<file path="config.mk">
export PLATFORM = sky130hd
export DESIGN_NAME = meas_sequencer
export DESIGN_NICKNAME = d
export VERILOG_FILES = /design/src/rtl/meas_sequencer.sv
export SDC_FILE = /design/constraint.sdc
export NUM_CORES = 1
export LEC_CHECK = 0
export CORE_UTILIZATION = 45
export DETAILED_ROUTE_END_ITERATION = 10
export GPL_ROUTABILITY_DRIVEN = 0
export GPL_TIMING_DRIVEN = 0
export PLACE_DENSITY = 0.78
export SETUP_SLACK_MARGIN = 0.1
export SLEW_MARGIN = 5
export SYNTH_ARGS = -nofsm -noshare
export SYNTH_HDL_FRONTEND = slang
export SYNTH_SLANG_ARGS = --single-unit
</file>
<file path="constraint.sdc">
create_clock -name clk -period 2.59 [get_ports clk]
set_clock_uncertainty 0.2 [all_clocks]
set_input_delay 0.3885 -clock clk [delete_from_list [all_inputs] [get_ports clk]]
set_output_delay 0.3885 -clock clk [all_outputs]
set_load 0.02 [all_outputs]
</file>
<file path="src/rtl/meas_sequencer.sv">
// Frequency meter sequencer: counts input edges over repeated gate windows, stores
// four samples per block, hands the block to the averaging engine and publishes the result.
module meas_sequencer #(
    parameter int GATE_CYCLES = 100_000_000,
    parameter int CW          = 25,
    parameter int AVG_TIMEOUT = 64
) (
    input  logic          clk,
    input  logic          reset,
    input  logic          enable,
    input  logic          sig_edge,
    output logic          sample_wr_en,
    output logic [1:0]    sample_wr_addr,
    output logic [CW-1:0] sample_wr_data,
    output logic          avg_active,
    input  logic          avg_done,
    input  logic [CW-1:0] avg_in,
    output logic [CW-1:0] freq_out,
    output logic          freq_valid,
    output logic          busy,
    output logic          overflow,
    output logic          avg_error
);

    localparam int GW = $clog2(GATE_CYCLES);
    localparam int TW = $clog2(AVG_TIMEOUT + 1);
    localparam logic [GW-1:0] GATE_LAST = GW'(GATE_CYCLES - 1);
    localparam logic [TW-1:0] TMO_LAST  = TW'(AVG_TIMEOUT - 1);
    localparam logic [CW-1:0] CNT_MAX   = {CW{1'b1}};

    typedef enum logic [2:0] {
        IDLE    = 3'd0,
        GATE    = 3'd1,
        STORE   = 3'd2,
        AVERAGE = 3'd3,
        PUBLISH = 3'd4
    } state_t;

    state_t        state_r, state_s;
    logic [GW-1:0] gate_cnt_r, gate_cnt_s;
    logic [CW-1:0] edge_cnt_r, edge_cnt_s;
    logic [1:0]    wr_ptr_r, wr_ptr_s;
    logic [TW-1:0] tmo_cnt_r, tmo_cnt_s;
    logic          ovf_block_r, ovf_block_s;

    logic          wr_en_s;
    logic [1:0]    wr_addr_s;
    logic [CW-1:0] wr_data_s;
    logic          avg_active_s;
    logic [CW-1:0] freq_out_s;
    logic          freq_valid_s;
    logic          busy_s;
    logic          overflow_s;
    logic          avg_error_s;

    // Next-state, counter and output decode; outputs are computed one cycle ahead and registered.
    always_comb begin
        state_s      = state_r;
        gate_cnt_s   = gate_cnt_r;
        edge_cnt_s   = edge_cnt_r;
        wr_ptr_s     = wr_ptr_r;
        tmo_cnt_s    = tmo_cnt_r;
        ovf_block_s  = ovf_block_r;
        wr_en_s      = 1'b0;
        wr_addr_s    = 2'd0;
        wr_data_s    = {CW{1'b0}};
        avg_active_s = 1'b0;
        freq_out_s   = freq_out;
        freq_valid_s = 1'b0;
        overflow_s   = overflow;
        avg_error_s  = avg_error;

        case (state_r)
            IDLE: begin
                if (enable) begin
                    state_s    = GATE;
                    gate_cnt_s = {GW{1'b0}};
                    edge_cnt_s = {CW{1'b0}};
                end else begin
                    state_s = IDLE;
                end
            end

            GATE: begin
                if (!enable) begin
                    // Abort discards the partial window and restarts the block at slot 0.
                    state_s    = IDLE;
                    gate_cnt_s = {GW{1'b0}};
                    edge_cnt_s = {CW{1'b0}};
                    wr_ptr_s   = 2'd0;
                end else begin
                    gate_cnt_s = gate_cnt_r + GW'(1);
                    if (sig_edge && (edge_cnt_r == CNT_MAX)) begin
                        overflow_s  = 1'b1;
                        ovf_block_s = 1'b1;
                    end else if (sig_edge) begin
                        edge_cnt_s = edge_cnt_r + CW'(1);
                    end else begin
                        edge_cnt_s = edge_cnt_r;
                    end
                    if (gate_cnt_r == GATE_LAST) begin
                        state_s   = STORE;
                        wr_en_s   = 1'b1;
                        wr_addr_s = wr_ptr_r;
                        wr_data_s = edge_cnt_s;
                    end else begin
                        state_s = GATE;
                    end
                end
            end

            STORE: begin
                wr_ptr_s = wr_ptr_r + 2'd1;
                if (wr_ptr_r == 2'd3) begin
                    state_s      = AVERAGE;
                    tmo_cnt_s    = {TW{1'b0}};
                    avg_active_s = 1'b1;
                end else begin
                    state_s    = GATE;
                    gate_cnt_s = {GW{1'b0}};
                    edge_cnt_s = {CW{1'b0}};
                end
            end

            AVERAGE: begin
                if (avg_done) begin
                    state_s      = PUBLISH;
                    freq_out_s   = avg_in;
                    freq_valid_s = 1'b1;
                end else if (tmo_cnt_r == TMO_LAST) begin
                    state_s     = PUBLISH;
                    avg_error_s = 1'b1;
                end else begin
                    state_s      = AVERAGE;
                    tmo_cnt_s    = tmo_cnt_r + TW'(1);
                    avg_active_s = 1'b1;
                end
            end

            PUBLISH: begin
                // An overflowed block keeps the flag up through the following block.
                overflow_s  = ovf_block_r;
                ovf_block_s = 1'b0;
                if (enable) begin
                    state_s    = GATE;
                    gate_cnt_s = {GW{1'b0}};
                    edge_cnt_s = {CW{1'b0}};
                end else begin
                    state_s = IDLE;
                end
            end

            default: begin
                state_s = IDLE;
            end
        endcase

        busy_s = (state_s != IDLE);
    end

    // State, counters and registered outputs with synchronous reset.
    always_ff @(posedge clk) begin
        if (reset) begin
            state_r        <= IDLE;
            gate_cnt_r     <= {GW{1'b0}};
            edge_cnt_r     <= {CW{1'b0}};
            wr_ptr_r       <= 2'd0;
            tmo_cnt_r      <= {TW{1'b0}};
            ovf_block_r    <= 1'b0;
            sample_wr_en   <= 1'b0;
            sample_wr_addr <= 2'd0;
            sample_wr_data <= {CW{1'b0}};
            avg_active     <= 1'b0;
            freq_out       <= {CW{1'b0}};
            freq_valid     <= 1'b0;
            busy           <= 1'b0;
            overflow       <= 1'b0;
            avg_error      <= 1'b0;
        end else begin
            state_r        <= state_s;
            gate_cnt_r     <= gate_cnt_s;
            edge_cnt_r     <= edge_cnt_s;
            wr_ptr_r       <= wr_ptr_s;
            tmo_cnt_r      <= tmo_cnt_s;
            ovf_block_r    <= ovf_block_s;
            sample_wr_en   <= wr_en_s;
            sample_wr_addr <= wr_addr_s;
            sample_wr_data <= wr_data_s;
            avg_active     <= avg_active_s;
            freq_out       <= freq_out_s;
            freq_valid     <= freq_valid_s;
            busy           <= busy_s;
            overflow       <= overflow_s;
            avg_error      <= avg_error_s;
        end
    end

endmodule

</file>
==> impl_results.md, run 1 <==
* Clock latency on the worst-skew pair at 0.41 ns
* Max_slew headroom at 0.544
* Worst Setup Start Kind: register
* Share of cells above drive strength 1 at 0.0990
* Post-Syn Instances at 659
* Comb pwr share at 0.050
* Half-perimeter wire length after placement at 10400 um
* Routed vias at 5428
* CP max FO at 10
* Initial DRC count at 409
* Grt peak-use layer: met2
* Crit end category: register
* Pwr dens at 614 nW/um^2
* TritonCTS Buffers at 17
* Grt ovf at 0
* Final hold slack at 0.222 ns
* Crit-path cells: ha_2 -> or3b_4 -> a21oi_4 -> buf_12 -> buf_6 -> o21ai_1 -> or4_1 -> a21oi_1
* Die X-Extent at 113 um
* RSZ-0062 raised after global routing: true
* Max clock buf depth at 2
* Vias in the first global route at 5205
* Synth-to-Final Area Change at 31.6%
* TNS Setup at 0 ns
* Sw frac at 0.213
* GR Util met1 at 0.296
* Critical path data required time at 2.73 ns
* Internal Power at 0.00353 W
* Final worst-path cycle share at 0.927
* Synthesized area at 5550 um^2
* Initial Utilization at 0.462
* Peak Freq at 417 MHz
* DRC errors left at 0
* Post-Route WL at 14600 um
* Largest net degree at the start of global routing at 17
* Final Core Density at 0.609
* Met2 GRT Util at 0.389
* Critical path buffer and inverter count at 2
* Largest stage delay, worst path at 0.43 ns
* Core area at 12000 um^2
* Antenna viol nets, final at 0
* Root Buffer: clkbuf_16
* Worst-Margin Slew at 0.675 ns
* Leak Pwr at 2.45 nW
* Arr. time, crit path at 2.54 ns
* Clock share of power at 0.520
* Outcome: finished clean
* Initial antenna violation count at 0
* Sequential Power Share at 0.430
* Slowest stage cell, crit path: or4_1
* Tightest Hold Check Type: input port to register
* First-pass GRT wire length at 24600 um
* Synthesized flop and latch total at 123
* Yosys cell types at 68
* Deepest level of the CTS H-tree at 4
* Syn. warnings at 0
* ANT cells at 0
* Final nets at 801
* Die ar. at 12800 um^2
* Final slew viol count at 0
* CTS tree: yes
* DIE HEIGHT at 113 um
* Vias/cell at 5.87
* Routed WL per cell at 15.8 um
* Post-synth EDFFs at 0
* Met3 GRT Util at 0.0761
* Endpoints failing hold at 0
* Sequential area share after synthesis at 0.443
* Largest delay share family, worst path: simple AND/OR/NAND/NOR gates
* CTS clk-pin slew, worst paths at 0.05 ns
* Std-Cell Rows at 40
* Synth Flop Type: dfxtp_1
* Final Critical Period at 2.40 ns
* Tot GR Track Use at 0.241
* Max VDD drop at 0.386 mV
* Router iterations before antenna repair at 5
* Sw power at 0.000955 W
* Syn_nets at 693
* Crit Path Class: register to register
* CTS Hold Bufs at 0
* I/O Buffers at 85
* Count of final setup violators at 0
* CTS Sinks at 123
* # IOs at 88
* Max Cap Viol at 0
* Avg Synthesized Cell Area at 8.43 um^2
* Async SR Flop Fraction at 0
power groups by stage:
| stage | registers (W) | logic, W | clock network, W |
|---|---|---|---|
| detailed placement | 0.00197 | 0.000200 | 0 |
| floorplan | 0.00196 | 0.000111 | 0 |
| CTS | 0.00193 | 0.000202 | 0.00235 |
| finish | 0.00193 | 0.000226 | 0.00233 |
| global placement | 0.00196 | 0.000194 | 0 |
| global route | 0.00193 | 0.000244 | 0.00244 |
final timing paths:
kind	startpoint	to	slack, ns	cells past startpoint
worst min register to register	ovf_block_r	overflow	0.25	2
worst max-delay path	wr_ptr_r[0]	gate_cnt_r[11]	0.19	8
worst min-delay path	sig_edge	sample_wr_data[1]	0.22	3
worst max register to register	wr_ptr_r[0]	gate_cnt_r[11]	0.19	8
stage by stage:
stage | total power [W] | area [um^2] | worst slack [ns] | std cells
2_1_floorplan | 0.00207 | 5550 | 0.363 | 659
3_3_place_gp | 0.00216 | 6590 | -0.252 | 891
3_5_place_dp | 0.00217 | 6590 | -0.334 | 891
4_1_cts | 0.00448 | 7190 | 0.102 | 920
5_1_grt | 0.00462 | 7310 | 0.0963 | 925
6_report | 0.00449 | 7310 | 0.190 | 925
layout by cell type, fill, tap and decap left out, types with 4 or more instances in the layout:
master	synthesis	final
nand2b_1	5	5
o21ai_0	28	28
xnor2_1	13	13
nand3_1	29	29
nand4_1	11	11
xor2_1	14	14
o211ai_1	8	8
buf_2	13	11
nand3b_1	4	4
o311ai_0	5	5
a21oi_1	64	64
inv_1	8	8
or4_1	14	14
nand2_1	92	90
clkbuf_16	0	17
clkdlybuf4s50_1	0	85
dfxtp_1	123	123
buf_4	1	5
a31oi_1	11	11
and3_1	14	14
clkbuf_2	0	5
and2_1	7	7
clkbuf_1	23	20
nor2_1	51	49
o2111ai_1	5	4
nor3_1	12	12
or3_1	17	17
and4_1	13	13
o31ai_1	11	11
timing repair:
item | 4_1_cts | 5_1_grt
setup buffers | 0 | 5
resized for setup | 7 | 29
pin swaps | 2 | 4
endpoints found under the setup margin | 61 | 62
routing by layer:
layer  part of all wire  wire length (um)
met5                  0                 0
met4              0.019               282
met3              0.081              1190
met2               0.47              6920
met1               0.43              6250
cells by family (layout without fill, tap and decap cells):
group           Yosys count  in the layout  synth area share
compound gates          169            169             0.196
xor+xnor                 27             27            0.0426
fa+ha+maj                 4              4           0.00901
buf+inv                  47            166            0.0367
flops                   123            123             0.443
mux                       1              1           0.00180
simple gates            288            288             0.270
Yosys cell counts, drive strengths merged, types with 2 or more instances:
cell	instances	area share
a211oi	3	0.0041
a21o	2	0.0027
a21oi	65	0.061
a22o	2	0.0032
a22oi	2	0.0027
a311oi	3	0.0047
a31oi	11	0.012
a32oi	3	0.0047
a41oi	2	0.0032
and2	7	0.0079
and3	14	0.016
and4	13	0.021
buf	16	0.016
clkbuf	23	0.016
dfxtp	123	0.44
ha	4	0.0090
inv	8	0.0054
nand2	92	0.062
nand2b	5	0.0056
nand3	29	0.026
nand3b	4	0.0054
nand4	11	0.012
nor2	52	0.036
nor3	13	0.013
nor3b	3	0.0050
nor4	4	0.0072
nor4b	2	0.0032
o2111ai	5	0.0079
o211ai	10	0.015
o21ai	32	0.030
o311ai	6	0.011
o31ai	11	0.015
or3	17	0.019
or3b	2	0.0032
or4	15	0.021
or4b	2	0.0036
xnor2	13	0.021
xor2	14	0.022
flip-flops by register name, indices dropped and copies added (netlist names):
register / cells
sample_wr_data: 25
wr_ptr_r: 2
state_r: 3
avg_active: 1
edge_cnt_r: 25
freq_out: 25
busy: 1
freq_valid: 1
sample_wr_addr: 2
ovf_block_r: 1
overflow: 1
sample_wr_en: 1
avg_error: 1
tmo_cnt_r: 7
gate_cnt_r: 27
worst reg2reg max path: cells and delay by family, from the launching register on:
kind	cells	cell delay (ns)
adder cells (fa/ha/maj)	1	0.21
AO/OA/AOI/OAI	3	0.44
AND/OR/NAND/NOR	2	0.84
flip-flops	1	0.35
buffers and inverters	2	0.30
area by class of cell:
cell class / instances / area, um^2
buffer: 38 / 196
multi-input combinational: 489 / 2960
sequential: 123 / 2460
fill: 1042 / 4700
clock inverter: 7 / 118
tap: 147 / 184
inverter: 8 / 30.0
timing repair buffer: 90 / 901
clock buffer: 23 / 458
No activity file was read; power rests on OpenSTA's default activity.
==> run 2: changes to the inputs <==
--- a/config.mk
+++ b/config.mk
@@ -5,6 +5,7 @@
 export SDC_FILE = /design/constraint.sdc
 export NUM_CORES = 1
 export LEC_CHECK = 0
+export CORE_ASPECT_RATIO = 1.4
 export CORE_UTILIZATION = 45
 export DETAILED_ROUTE_END_ITERATION = 10
 export GPL_ROUTABILITY_DRIVEN = 0
==> impl_results.md, run 2 (synthesis results as in run 1) <==
* Final Instance Area at 7350 um^2 (was 7310 um^2)
* Share of cells above drive strength 1 at 0.106 (was 0.0990)
* Routed vias at 5473 (was 5428)
* Commonest non-fill, non-tap cell in the layout: dfxtp_1 (unchanged)
* Final nets at 803 (was 801)
* Endpoints failing hold at 0 (unchanged)
* TritonCTS Buffers at 17 (unchanged)
* Crit end category: register (unchanged)
* TNS Setup at 0 ns (unchanged)
* Dpl cell area at 6590 um^2 (unchanged)
* Pwr dens at 626 nW/um^2 (was 614 nW/um^2)
* Max VDD drop at 0.417 mV (was 0.386 mV)
* Final worst-path cycle share at 0.945 (was 0.927)
* Leak Pwr at 2.46 nW (was 2.45 nW)
* Worst Setup Start Kind: register (unchanged)
* Count of final setup violators at 0 (unchanged)
* Vias/cell at 5.89 (was 5.87)
* ANT cells at 0 (unchanged)
* Half-perimeter wire length after placement at 10400 um (about the same)
* CTS clk-pin slew, worst paths at 0.06 ns (was 0.05 ns)
* Router iterations before antenna repair at 5 (unchanged)
* Sequential Power Share at 0.419 (was 0.430)
* Deepest level of the CTS H-tree at 4 (unchanged)
* Die ar. at 12800 um^2 (about the same)
* Sw power at 0.00103 W (was 0.000955 W)
* Initial antenna violation count at 0 (unchanged)
* Sw frac at 0.223 (was 0.213)
* Final Critical Period at 2.45 ns (was 2.40 ns)
* Initial DRC count at 319 (was 409)
* Peak Freq at 409 MHz (was 417 MHz)
* Crit Path Class: register to register (unchanged)
* CTS tree: yes (unchanged)
* Std-Cell Rows at 47 (was 40)
* Core area at 11900 um^2 (was 12000 um^2)
* Grt ovf at 0 (unchanged)
* Comb pwr share at 0.048 (was 0.050)
* Clock share of power at 0.533 (was 0.520)
* Largest net degree at the start of global routing at 17 (unchanged)
* Internal Power at 0.00357 W (was 0.00353 W)
* Final slew viol count at 0 (unchanged)
* Placed Cells at 891 (unchanged)
* Tightest Hold Check Type: input port to register (unchanged)
* Largest register FFs at 27 (unchanged)
* Antenna viol nets, final at 0 (unchanged)
* Top reg by flops: gate_cnt_r (unchanged)
* Root Buffer: clkbuf_16 (unchanged)
* First-pass GRT wire length at 24200 um (was 24600 um)
* Pwr Total at 0.00460 W (was 0.00449 W)
* Vias in the first global route at 5259 (was 5205)
* Tot GR Track Use at 0.241 (about the same)
* Final Non-Filler Cells at 929 (was 925)
* Max clock buf depth at 2 (unchanged)
* R2R Setup Slk at 0.14 ns (was 0.19 ns)
* Clock latency on the worst-skew pair at 0.42 ns (was 0.41 ns)
* CP max FO at 10 (unchanged)
* Final Core Density at 0.616 (was 0.609)
* Synth-to-Final Area Change at 32.3% (was 31.6%)
* Worst-Margin Slew at 0.772 ns (was 0.675 ns)
* Max Cap Viol at 0 (unchanged)
* # IOs at 88 (unchanged)
* RSZ-0062 raised after global routing: true (unchanged)
* Arr. time, crit path at 2.59 ns (was 2.54 ns)
* Post-Route WL at 14600 um (about the same)
* CTS Hold Bufs at 0 (unchanged)
* Initial Utilization at 0.465 (was 0.462)
* DIE HEIGHT at 133 um (was 113 um)
* DRC errors left at 0 (unchanged)
* Max_slew headroom at 0.479 (was 0.544)
* Commonest cells after routing, fill and taps aside: 123 x dfxtp_1, 90 x nand2_1, 85 x clkdlybuf4s50_1 (unchanged)
* Routed WL per cell at 15.8 um (about the same)
* Outcome: finished clean (unchanged)
* Die X-Extent at 95.9 um (was 113 um)
* Filler cells at 1004 (was 1042)
* CTS Sinks at 123 (unchanged)
* I/O Buffers at 85 (unchanged)
* Critical path data required time at 2.74 ns (was 2.73 ns)
run 2: cell types whose count changed in the layout (fill, tap and decap cells not counted), moves of 2 or more:
cell and delta:
buf_4 +5, clkbuf_1 -3, clkinvlp_4 +2, clkinv_4 +3
run 2: worst paths after layout:
| check | start | to | depth (start not counted) |
|---|---|---|---|
| setup / recovery | wr_ptr_r[0] | gate_cnt_r[15] | 7 |
| hold / removal | sig_edge | sample_wr_data[1] | 3 |
| setup reg to reg | wr_ptr_r[0] | gate_cnt_r[15] | 7 |
| hold reg to reg | freq_out[1] | freq_out[1] | 2 |
run 2: per-stage QoR:
stage / hold slack, ns / setup slack [ns]
2_1_floorplan: 0.234 / 0.363
3_3_place_gp: 0.242 / -0.426
3_5_place_dp: 0.247 / -0.503
4_1_cts: 0.206 / 0.0534
5_1_grt: 0.260 / 0.0442
6_report: 0.235 / 0.142
run 2: final cells by class:
type / count / area, um^2 / share of cell area
tap: 147 / 184 / 0.0250
buffer: 38 / 191 / 0.0261
inverter: 8 / 30.0 / 0.00409
clock buffer: 19 / 453 / 0.0616
multi-input combinational: 489 / 2960 / 0.402
clock inverter: 13 / 168 / 0.0228
timing repair buffer: 92 / 903 / 0.123
sequential: 123 / 2460 / 0.335
run 2: routing by layer:
metal,share of wire,track usage,up-vias
met5,0,0,-
met4,0.034,0.122,0
met3,0.070,0.0748,52
met2,0.52,0.419,243
met1,0.38,0.257,2545
li1,-,-,2633
run 2: power by group through the flow:
stage	clock network (W)	logic [W]	registers, W
4_1_cts	0.00248	0.000201	0.00192
5_1_grt	0.00258	0.000243	0.00193
6_report	0.00245	0.000222	0.00192
2_1_floorplan	0	0.000111	0.00196
3_5_place_dp	0	0.000196	0.00196
3_3_place_gp	0	0.000194	0.00196
run 2: what timing repair did:
item	4_1_cts	5_1_grt
setup endpoints to repair	63	76
resized for setup	6	26
pin swaps	1	3
cloned	0	0
setup buffers	1	6
run 2: worst max-delay path, stage by stage (launching register included):
cell and delay [ns]:
dfxtp_1 0.34, ha_1 0.25, or3b_1 0.43, a21oi_4 0.28
o211ai_2 0.16, buf_2 0.21, or3_1 0.36, a21oi_1 0.16
==> run 3: changes to the inputs <==
--- a/config.mk
+++ b/config.mk
@@ -5,12 +5,13 @@
 export SDC_FILE = /design/constraint.sdc
 export NUM_CORES = 1
 export LEC_CHECK = 0
+export ABC_AREA = 1
 export CORE_ASPECT_RATIO = 1.4
 export CORE_UTILIZATION = 45
 export DETAILED_ROUTE_END_ITERATION = 10
 export GPL_ROUTABILITY_DRIVEN = 0
 export GPL_TIMING_DRIVEN = 0
-export PLACE_DENSITY = 0.78
+export PLACE_DENSITY = 0.77
 export SETUP_SLACK_MARGIN = 0.1
 export SLEW_MARGIN = 5
 export SYNTH_ARGS = -nofsm -noshare
==> impl_results.md, run 3 <==
* Commonest non-fill, non-tap cell in the layout: nand2_1 (was dfxtp_1)
* Root Buffer: clkbuf_16 (unchanged)
* DRC errors left at 0 (unchanged)
* Final hold slack at 0.258 ns (was 0.235 ns)
* Final slew viol count at 0 (unchanged)
* Synth Flop Type: dfxtp_1 (unchanged)
* Max clock buf depth at 2 (unchanged)
* Filler cells at 1177 (was 1004)
* Critical path data required time at 2.73 ns (was 2.74 ns)
* Arr. time, crit path at 2.41 ns (was 2.59 ns)
* Leak Pwr at 2.75 nW (was 2.46 nW)
* Final Critical Period at 2.28 ns (was 2.45 ns)
* Grt ovf at 0 (unchanged)
* Die X-Extent at 98.6 um (was 95.9 um)
* Post CTS Setup Buffer Count at 0 (was 1)
* Peak Freq at 439 MHz (was 409 MHz)
* DIE HEIGHT at 137 um (was 133 um)
* Initial Utilization at 0.459 (was 0.465)
* Commonest cells after routing, fill and taps aside: 254 x nand2_1, 123 x dfxtp_1, 100 x a21oi_1 (was 123 x dfxtp_1, 90 x nand2_1, 85 x clkdlybuf4s50_1)
* Crit Path Class: register to register (unchanged)
* Deepest level of the CTS H-tree at 4 (unchanged)
* Largest net degree at the start of global routing at 17 (unchanged)
* Post-Syn Instances at 875 (was 659)
* Post-synth EDFFs at 0 (unchanged)
* Vias/cell at 5.24 (was 5.89)
* Met2 GRT Util at 0.431 (was 0.419)
* ANT cells at 0 (unchanged)
* Share of cells above drive strength 1 at 0.0604 (was 0.106)
* Final worst-path cycle share at 0.879 (was 0.945)
* Half-perimeter wire length after placement at 11200 um (was 10400 um)
* CTS Sinks at 123 (unchanged)
* Sequential area share after synthesis at 0.419 (was 0.443)
* Count of final setup violators at 0 (unchanged)
* Synthesized area at 5880 um^2 (was 5550 um^2)
* Avg Synthesized Cell Area at 6.72 um^2 (was 8.43 um^2)
* I/O Buffers at 87 (was 85)
* Async SR Flop Fraction at 0 (unchanged)
* Synthesized flop and latch total at 123 (unchanged)
* Outcome: finished clean (unchanged)
* Crit end category: register (unchanged)
* Most frequent cell after synthesis: nand2_1 (was dfxtp_1)
* Worst Setup Start Kind: register (unchanged)
* Die ar. at 13500 um^2 (was 12800 um^2)
* Core area at 12800 um^2 (was 11900 um^2)
* Tot GR Track Use at 0.238 (was 0.241)
* Initial DRC count at 333 (was 319)
* Endpoints failing hold at 0 (unchanged)
* Antenna viol nets, final at 0 (unchanged)
* CTS clk-pin slew, worst paths at 0.06 ns (about the same)
* Synth area leaders: dfxtp_1 42%, nand2_1 16%, a21oi_1 8.5% (was dfxtp_1 44%, nand2_1 6.2%, a21oi_1 5.8%)
* First-pass GRT wire length at 25500 um (was 24200 um)
* CP max FO at 10 (unchanged)
* RSZ-0062 raised after global routing: false (was true)
* Grt peak-use layer: met2 (unchanged)
* GR Util met1 at 0.245 (was 0.257)
* Hold path depth at 2 (was 3)
* Post-Route WL at 15400 um (was 14600 um)
* Std-Cell Rows at 49 (was 47)
* CTS Hold Bufs at 0 (unchanged)
* Synth-to-Final Area Change at 28.0% (was 32.3%)
* Leading area contributor after synthesis: dfxtp_1 (unchanged)
* Syn. warnings at 0 (unchanged)
* Max Cap Viol at 0 (unchanged)
* Top cell type's share of synthesized area at 0.419 (was 0.443)
* Yosys cell types at 38 (was 68)
* R2R depth at 10 (was 7)
* Routed vias at 6005 (was 5473)
* Largest register FFs at 27 (unchanged)
* Post-cts resize count at 0 (was 6)
* Vias in the first global route at 5704 (was 5259)
* Final Non-Filler Cells at 1147 (was 929)
* Initial antenna violation count at 0 (unchanged)
* Final Instance Area at 7520 um^2 (was 7350 um^2)
* Syn_nets at 909 (was 693)
* TritonCTS Buffers at 17 (unchanged)
* Top reg by flops: gate_cnt_r (unchanged)
* Max_slew headroom at 0.551 (was 0.479)
* Placed Cells at 1115 (was 891)
* Routed WL per cell at 13.4 um (was 15.8 um)
* Max VDD drop at 0.370 mV (was 0.417 mV)
* Worst-Margin Slew at 0.674 ns (was 0.772 ns)
* Final nets at 1015 (was 803)
* Clock latency on the worst-skew pair at 0.41 ns (was 0.42 ns)
* Router iterations before antenna repair at 5 (unchanged)
* Synth cell count leaders: 254 x nand2_1, 123 x dfxtp_1, 100 x a21oi_1 (was 123 x dfxtp_1, 92 x nand2_1, 64 x a21oi_1)
* CTS tree: yes (unchanged)
* Dpl cell area at 6940 um^2 (was 6590 um^2)
* TNS Setup at 0 ns (unchanged)
* Met3 GRT Util at 0.0614 (was 0.0748)
* Tightest Hold Check Type: register to register (was input port to register)
* # IOs at 88 (unchanged)
* Pwr dens at 592 nW/um^2 (was 626 nW/um^2)
## run 3: final cells by class
type | instances | area, um^2 | share of cell area
inverters | 81 | 304 | 0.0404
plain buffers | 33 | 144 | 0.0191
flip-flops and latches | 123 | 2460 | 0.327
multi-input cells | 638 | 2970 | 0.395
clock buffers | 22 | 464 | 0.0617
clock inverters | 10 | 115 | 0.0153
repair buffers | 87 | 871 | 0.116
well taps | 153 | 191 | 0.0254
## run 3: worst max-delay path: stages, from the launching register on
cell and delay, ns:
dfxtp_1 0.45, ha_2 0.29, inv_1 0.06, nor2_2 0.14, nand2_1 0.12, nor2_1 0.13
nand4_1 0.22, clkbuf_2 0.29, nand2_1 0.11, nand2_1 0.05, a21oi_1 0.15
## run 3: cells by family (layout without fill, tap and decap cells)
kind of cell	count (synthesis)	count (layout)	synth area share
buf+inv	114	233	0.0760
flops	123	123	0.419
fa+ha+maj	4	4	0.00851
compound gates	136	136	0.122
xor+xnor	9	9	0.0134
simple gates	489	489	0.362
## run 3: layer usage
layer | wire [um] | share of wire
met5 | 0 | 0
met4 | 702 | 0.046
met3 | 677 | 0.044
met2 | 7810 | 0.51
met1 | 6220 | 0.40
## run 3: through the flow
step	utilization	setup slack [ns]	power [W]
after floorplan	-	0.683	0.00208
after global placement	0.542	0.105	0.00218
after detailed placement	0.542	0.0677	0.00218
after CTS	0.587	0.177	0.00447
after global routing	0.587	0.114	0.00459
final	0.587	0.313	0.00445
## run 3: report_power, final
group	total (W)	internal (W)	switching, W
clock	0.00232	0.00146	0.000852
combinational	0.000229	0.0000827	0.000147
sequential	0.00191	0.00190	0.00000690
total	0.00445	0.00345	0.00101
## run 3: path summary, 6_finish.rpt
kind,startpoint,end,slack [ns]
setup / recovery,edge_cnt_r[0],edge_cnt_r[9],0.31
hold / removal,freq_out[9],freq_out[9],0.26
setup reg to reg,edge_cnt_r[0],edge_cnt_r[9],0.31
hold reg to reg,freq_out[9],freq_out[9],0.26
==> variant (settings of run 3) <==
The 5 states of `state_t` get a one-hot encoding in 5 bits.
--- a/src/rtl/meas_sequencer.sv
+++ b/src/rtl/meas_sequencer.sv
@@ -30,8 +30,8 @@
 
-    typedef enum logic [2:0] {
-        IDLE    = 3'd0,
-        GATE    = 3'd1,
-        STORE   = 3'd2,
-        AVERAGE = 3'd3,
-        PUBLISH = 3'd4
+    typedef enum logic [4:0] {
+        IDLE    = 5'b00001,
+        GATE    = 5'b00010,
+        STORE   = 5'b00100,
+        AVERAGE = 5'b01000,
+        PUBLISH = 5'b10000
     } state_t;
Function: same outputs for any inputs over 10 cycles, from zero or initial values and one cycle with reset high; not proved beyond that.
==> variant against run 3 <==
- sequential cell count is 2 higher
- clock power is 3% lower
- worst setup slack worse by 0.047 ns
- area after synthesis is 2.6% higher
- critical path depth stayed put
- global-route usage is 0.48 points lower
- routed wire length is 0.97% lower
- power is 0.40% higher
- worst hold slack worse by 0.060 ns
- final area is 1.8% higher
- via count is 0.78% higher
- critical path type unchanged
==> variant: results (changes against run 3) <==
GLOBAL_ROUTE_WIRE_LENGTH_BEFORE_REPAIR_UM=26030  # +2.0%
SEQUENTIAL_CELL_COUNT=125  # +1.6%
TOTALWIRELENGTH_UM=15270  # -0.97%
POWER.COMBINATIONAL.FRACTION_PCT=6.2  # +1.0 points
MULTIINPUTGATEAREA_MM2=0.003002  # +0.97%
DRIVE_GT1_SHARE_PCT=7.601  # +1.6 points
WIRE_PER_INST_UM=12.82  # -4.6%
SYNTH_FA_HA_AREA_SHARE_PCT=0.8294  # -0.022 points
PLACEDCELLCOUNT=1159  # +3.9%
POWER.SHARE.CLOCK_PCT=50.5  # -1.5 points
DR_TOTAL_VIAS=6052  # +0.78%
WORSTHOLDPATHTYPE='in2reg'
SYNTH_AREA_LEADERS='sky130_fd_sc_hd__dfxtp_1 41%, sky130_fd_sc_hd__nand2_1 16%, sky130_fd_sc_hd__a21oi_1 7.1%, sky130_fd_sc_hd__nand3_1 7.1%, sky130_fd_sc_hd__nor2_1 5.8%'
GRT.TOTAL_USAGE_PCT=23.31  # -0.48 points
DETAILEDPLACE.WORSTSLACK_NS=0.08026  # +0.01253 ns
NONCLOCKINVERTERCOUNT=93  # +15%
OUTCOME='complete, no violations'
SYNTH.AVG_CELL_AREA_UM2=6.727  # +0.12%
HPWLAFTERDP_UM=10960  # -2.3%
FP.DIEAREA_MM2=0.01388  # +2.6%
WHS_PATH_DEPTH=3  # +1
HOLD_WS_NS=0.1975  # -0.06041 ns
TIMING.CRITICAL_PATH.TO='edge_cnt_r[7]'
MUX_SHARE_OF_POST_SYNTHESIS_CELL_AREA_PCT=0.1659  # +0.17 points
SIGNAL_BUFFERS=123  # +2.5%
[variant: worst max-delay path, cell delays in order (launching register included)]
cell and delay (ns):
sky130_fd_sc_hd__dfxtp_1 0.47, sky130_fd_sc_hd__ha_1 0.29, sky130_fd_sc_hd__nand3_1 0.18, sky130_fd_sc_hd__nor2_2 0.26, sky130_fd_sc_hd__nand3_1 0.14, sky130_fd_sc_hd__nor2_1 0.13, sky130_fd_sc_hd__nand4_1 0.10, sky130_fd_sc_hd__buf_2 0.22
sky130_fd_sc_hd__nand2_1 0.08, sky130_fd_sc_hd__nand2_1 0.04, sky130_fd_sc_hd__a21oi_1 0.13
[variant: layer usage]
metal / up-vias / routed length (um) / track usage (%)
met1: 2717 / 6139 / 24.04
met2: 184 / 7777 / 42.79
li1: 3115 / - / -
met3: 36 / 957 / 6.905
met5: - / 0 / 0
met4: 0 / 391 / 10.06
